File: config.mk
export PLATFORM = sky130hd
export DESIGN_NAME = uart_tx_arbiter
export DESIGN_NICKNAME = d
export VERILOG_FILES = /design/src/rtl/uart_defs.sv /design/src/rtl/uart_rr_pick.sv /design/src/rtl/uart_tx_arbiter.sv
export SDC_FILE = /design/constraint.sdc
export NUM_CORES = 1
export LEC_CHECK = 0
export ABC_CLOCK_PERIOD_IN_PS = 2340
export BUFFER_PORTS_ARGS = -buffer_cell sky130_fd_sc_hd__buf_2
export CAP_MARGIN = 20
export CORE_UTILIZATION = 45
export CTS_BUF_LIST = sky130_fd_sc_hd__clkbuf_8
export DETAILED_ROUTE_END_ITERATION = 8
export GPL_TIMING_DRIVEN = 1
export PLACE_DENSITY_LB_ADDON = 0.25
export SLEW_MARGIN = 20
export SYNTH_ARGS = -nofsm -noshare
export SYNTH_HDL_FRONTEND = slang
export SYNTH_SLANG_ARGS = --single-unit
File: constraint.sdc
create_clock -name clk -period 2.34 [get_ports clk]
set_input_delay 0.351 -clock clk [delete_from_list [all_inputs] [get_ports clk]]
set_output_delay 0.351 -clock clk [all_outputs]
set_load 0.02 [all_outputs]
File: src/rtl/uart_defs.sv
// Shared UART constants and the TX arbiter state encoding.
// Receiver, transmitter and arbiter all import these.
package uart_defs;

   localparam int CLK_FREQ = 50_000_000;
   localparam int BAUDRATE = 115_200;
   localparam int DATA_W   = 8;

   typedef enum logic [2:0] {
      S_IDLE,
      S_SEND,
      S_START,
      S_WAIT_BUSY,
      S_WAIT_DONE
   } arb_state_t;

endpackage

File: src/rtl/uart_rr_pick.sv
// Round-robin pick: first valid bit at or above ptr, wrapping.
// Purely combinational; any is set when some bit is valid.
module uart_rr_pick #(
   parameter int N  = 4,
   parameter int IW = $clog2(N)
) (
   input  logic [N-1:0]  valid,
   input  logic [IW-1:0] ptr,
   output logic [IW-1:0] idx,
   output logic          any
);

   logic [2*N-1:0] rot;
   logic [IW:0]    pos;

   assign rot = {valid, valid} >> ptr;
   assign any = |valid;

   // Scan downward so the lowest rotated offset wins
   always_comb begin
      idx = '0;
      pos = '0;
      for (int k = N - 1; k >= 0; k--) begin
         if (rot[k]) begin
            pos = {1'b0, ptr} + (IW + 1)'(k);
            if (pos >= (IW + 1)'(N)) pos = pos - (IW + 1)'(N);
            idx = pos[IW-1:0];
         end
      end
   end

endmodule

File: src/rtl/uart_tx_arbiter.sv
// Round-robin arbiter sharing one UART transmitter between requesters.
// Grant is held for a whole packet; a stalled owner is released on timeout.
module uart_tx_arbiter #(
   parameter int NUM_REQ      = 4,
   parameter int DATA_W       = 8,
   parameter int LOCK_TIMEOUT = 1024,
   parameter int ID_W         = $clog2(NUM_REQ)
) (
   input  logic                        clk,
   input  logic                        reset,
   input  logic [NUM_REQ-1:0]          req_valid,
   input  logic [NUM_REQ*DATA_W-1:0]   req_data,
   input  logic [NUM_REQ-1:0]          req_last,
   output logic [NUM_REQ-1:0]          req_ready,
   output logic                        tx_start,
   output logic [DATA_W-1:0]           tx_data,
   input  logic                        tx_busy,
   output logic                        grant_valid,
   output logic [ID_W-1:0]             grant_id,
   output logic                        timeout_pulse
);

   import uart_defs::arb_state_t;
   import uart_defs::S_IDLE;
   import uart_defs::S_SEND;
   import uart_defs::S_START;
   import uart_defs::S_WAIT_BUSY;
   import uart_defs::S_WAIT_DONE;

   localparam int CNT_W = $clog2(LOCK_TIMEOUT);
   localparam logic [CNT_W-1:0] CNT_MAX = CNT_W'(LOCK_TIMEOUT - 1);
   localparam logic [ID_W-1:0]  ID_MAX  = ID_W'(NUM_REQ - 1);

   arb_state_t          state;
   logic [ID_W-1:0]     rr_ptr;
   logic [ID_W-1:0]     pick_id;
   logic [ID_W-1:0]     next_ptr;
   logic                pick_any;
   logic                last_q;
   logic                hs;
   logic [CNT_W-1:0]    cnt;
   logic [NUM_REQ-1:0]  own;
   logic [DATA_W-1:0]   sel_data;
   logic                sel_last;

   uart_rr_pick #(.N(NUM_REQ), .IW(ID_W)) u_pick (
      .valid (req_valid),
      .ptr   (rr_ptr),
      .idx   (pick_id),
      .any   (pick_any)
   );

   assign own       = NUM_REQ'(1) << grant_id;
   assign req_ready = (state == S_SEND && !tx_busy) ? (req_valid & own) : '0;
   assign hs        = |req_ready;
   assign next_ptr  = (grant_id == ID_MAX) ? '0 : grant_id + 1'b1;

   always_comb begin
      sel_data = '0;
      sel_last = 1'b0;
      for (int i = 0; i < NUM_REQ; i++) begin
         if (own[i]) begin
            sel_data = req_data[i*DATA_W +: DATA_W];
            sel_last = req_last[i];
         end
      end
   end

   always_ff @(posedge clk) begin
      if (reset) begin
         state         <= S_IDLE;
         tx_start      <= 1'b0;
         tx_data       <= '0;
         grant_valid   <= 1'b0;
         grant_id      <= '0;
         timeout_pulse <= 1'b0;
         rr_ptr        <= '0;
         cnt           <= '0;
         last_q        <= 1'b0;
      end else begin
         tx_start      <= 1'b0;
         timeout_pulse <= 1'b0;
         unique case (state)
            S_IDLE: begin
               if (pick_any) begin
                  grant_id    <= pick_id;
                  grant_valid <= 1'b1;
                  cnt         <= '0;
                  state       <= S_SEND;
               end
            end
            S_SEND: begin
               // A handshake on the timeout cycle still wins
               if (hs) begin
                  tx_data  <= sel_data;
                  last_q   <= sel_last;
                  cnt      <= '0;
                  tx_start <= 1'b1;
                  state    <= S_START;
               end else if (cnt == CNT_MAX) begin
                  grant_valid   <= 1'b0;
                  rr_ptr        <= next_ptr;
                  timeout_pulse <= 1'b1;
                  state         <= S_IDLE;
               end else begin
                  cnt <= cnt + 1'b1;
               end
            end
            S_START: state <= S_WAIT_BUSY;
            S_WAIT_BUSY: begin
               if (tx_busy) state <= S_WAIT_DONE;
            end
            S_WAIT_DONE: begin
               if (!tx_busy) begin
                  if (last_q) begin
                     grant_valid <= 1'b0;
                     rr_ptr      <= next_ptr;
                     state       <= S_IDLE;
                  end else begin
                     cnt   <= '0;
                     state <= S_SEND;
                  end
               end
            end
            default: state <= S_IDLE;
         endcase
      end
   end

endmodule
==> summary.log <==
[die] effective utilization at floorplan 48.68%
[min_path] type of the most critical hold path primary input to flip-flop
[clocking] Resized Gates After CTS 0
[die] Die Y 66.11 um
[synth] Primary FF master, synth dfxtp_1
[synth] syn nets 280
[synth] sequential fraction of the synthesis area 31.39%
[min_path] origin of the worst min-delay path tx_busy
[worst_setup_path] Worst Setup Start Kind flip-flop
[final_layout] leading cell type in the layout, fill and taps excluded buf_2
[detailed_routing] Vias/cell 5.664
[detailed_routing] DRC violations left 0
[detailed_routing] vias post-DR 1920
[timing] setup violators final 0
[synth] Gate Count Post-Synth 232
[worst_setup_path] setup slack on the worst flop-to-flop path 0.16 ns
[synth] top area cells in the synthesized netlist dfxtp_1, nor2b_1, a21oi_1, a211oi_1, nor2_1
[synth] portion of synthesized cell area occupied by the leading cell type 31.39%
[final_layout] share of cells above drive strength 1 28.52%
[pwr] Internal Power 870.3 uW
[global_routing] Total GRT Usage 23.06%
[clocking] maximum buffer depth of the clock tree 2
[synth] Netlist cell types 40
[timing] crit path time final 2.176 ns
[placed_design] RePlAce Congestion 0.8533
[detailed_routing] count of nets left with antenna violations after detail routing 0
[pwr] combinational fraction of design power 24.6%
[timing] unrepaired setup endpoints after global routing false
[die] die width 66.11 um
[final_layout] fill cell count 383
[timing] clock skew after layout 0.003613 ns
[clocking] CTS tree built
[die] Total Die Area 4370 sq um
[clocking] count of H-tree levels built during CTS 2
[clocking] cell chosen for the clock root clkbuf_8
[synth] area of the mapped netlist 1849 sq um
[timing] tightest slew margin relative to the limit 55.85%
[worst_setup_path] launch point of the worst reg-to-reg path grant_id[0]
[timing] count of endpoints failing hold in the final timing report 0
[worst_setup_path] kind of end point of the critical path flip-flop
[synth] post-synthesis async set-or-reset flop share 0%
[synth] library cell occupying the most area in the post-synthesis netlist dfxtp_1
[final_layout] most frequent cells in the layout buf_2, dfxtp_1, nor2_1
[placed_design] count of buffers from port buffering 59
[die] CORE AREA 3799 sq um
[detailed_routing] initial drt markers 140
[pwr] Lkg Pwr 0.9274 nW
[final_layout] final antenna diode count 0
[timing] total negative setup slack 0 ns
[die] I/O pin total 60
[worst_setup_path] launching element of the worst setup path grant_id[0]
[placed_design] detailed-placement wirelength estimate 3.386 mm
[clocking] number of buffers inserted by post-CTS setup repair 0
[clocking] number of buffers created by CTS 5
[global_routing] antenna violations before repair 0
[placed_design] placement-stage worst setup slack 0.1959 ns
[pwr] peak supply drop 259.5 uV
[synth] Seq cells post-synth 29
[timing] f_max 0.4596 GHz
[clocking] number of sinks handled by clock tree synthesis 29
[worst_setup_path] type of the setup path with the least slack flip-flop to flip-flop
[detailed_routing] final routed wire length divided by cell count 13.57 um
[pwr] overall power 1.234 mW
[final_layout] Final Net Count 339
[pwr] switching share of power 29.49%
[worst_setup_path] required time at the endpoint of the critical path 2.51 ns
[global_routing] overall overflow remaining after global route 0
[global_routing] wire length of the first global-routing pass 7.914 mm
[timing] transition at the pin with the smallest max-transition slack 0.6622 ns
[pwr] switching power 364.1 uW
[timing] final worst setup slack 0.1640 ns
[clocking] Clock Pin Slew Worst Setup and Hold Paths 0.06 ns
[flow_run] count of maximum capacitance violations 0
[pwr] total power density per cell area 538.8 nW/um^2
[pwr] relative contribution of the clock network to total power 32.6%
[die] number of cell rows 22
[worst_setup_path] Critical Path AT 2.35 ns
[clocking] total of hold buffers inserted after clock tree synthesis 0
[global_routing] via count of the first global-routing pass 1804
[global_routing] largest net degree at the start of global routing 36
[pwr] sequential group share of total power 42.9%
[run_status] outcome finished clean
[timing] share of the clock period used by the worst path after layout 92.99%
[timing] number of max-slew violations in the final report 0
[synth] mean cell area of the mapped netlist 7.971 sq um
[clocking] clk_lat worst skew 0.27 ns
[synth] count of synthesis-stage warnings from yosys 0
[final_layout] area added between synthesis and finish 23.88%
[detailed_routing] number of iterations in the first detailed-routing pass 5
[synth] number of enable flip-flop cells after synthesis 0
[detailed_routing] wirelength, routed 4.601 mm
[worst_setup_path] crit path max fanout 9
==> worst max-delay path: stages, from the launching register on <==
cell and delay (ns):
dfxtp_1 0.42, inv_1 0.09, ha_1 0.21, a22oi_1 0.33, a21oi_1 0.19, nor2_2 0.38
nand3_4 0.20, o41ai_2 0.25
==> per-stage QoR <==
stage               instances  utilization, %  instance area [sq um]  hold WS, ns
finish                    339           60.31                   2291       0.3885
global route              339           60.31                   2291       0.4015
CTS                       339           60.28                   2290       0.3744
detailed placement        332           58.00                   2203       0.4869
global placement          332           58.00                   2203       0.4803
floorplan                 232               -                   1849       0.4599
==> cells by family after synthesis <==
| logic type | synth area share (%) |
|---|---|
| muxes | 1.624 |
| and+or+nand+nor | 29.30 |
| adders and majority gates | 3.383 |
| DFF | 31.39 |
| buffers and inverters | 5.751 |
| AOI/OAI and AO/OA | 28.55 |
==> power groups by stage <==
| stage | clock [mW] | sequential (mW) | combinational [mW] |
|---|---|---|---|
| after CTS | 0.417 | 0.529 | 0.303 |
| after detailed placement | 0 | 0.540 | 0.302 |
| final | 0.402 | 0.529 | 0.303 |
| after floorplan | 0 | 0.554 | 0.188 |
| after global routing | 0.438 | 0.531 | 0.342 |
| after global placement | 0 | 0.539 | 0.300 |
==> final cells by class <==
type	instances	area [sq um]	area share, %
clock buffer	6	82.58	3.605
clock inverter	1	3.754	0.1638
inverter	12	45.04	1.966
multi-input combinational	176	1164	50.79
sequential	29	580.6	25.34
tap	48	60.06	2.622
timing repair buffer	67	355.3	15.51
==> routing by layer <==
layer | global-route usage, % | wire length [um] | up-vias | share of wire (%)
li1 | - | - | 991 | -
met1 | 30.87 | 2165 | 866 | 47
met2 | 37.24 | 2167 | 61 | 47
met3 | 5.172 | 244 | 2 | 5.3
met4 | 5.585 | 24 | 0 | 0.52
met5 | 0 | 0 | - | 0
==> worst paths after layout <==
kind,cells after the start,end
worst min-delay path,3,state[2]
worst min register to register,2,cnt[1]
worst max-delay path,7,cnt[5]
worst max register to register,7,cnt[5]
==> registers in the layout, summed over array words and instances (netlist names) <==
register and flops:
cnt 10, last_q 1, timeout_pulse 1, state 3, grant_id 2, rr_ptr 2, tx_data 8, tx_start 1
grant_valid 1
==> cell usage after synthesis, types with 4 or more instances <==
cell       n
a211oi_1  14
a21oi_1   22
a221oi_1   9
clkbuf_1  13
dfxtp_1   29
ha_1       5
inv_1     12
nand2_1   10
nand3_1    5
nand4_1    5
nor2_1    23
nor2b_1   19
nor3_1    16
o21ai_0    4
o32ai_1    4
or3_1      7
Power figures use the tool's default switching activity.
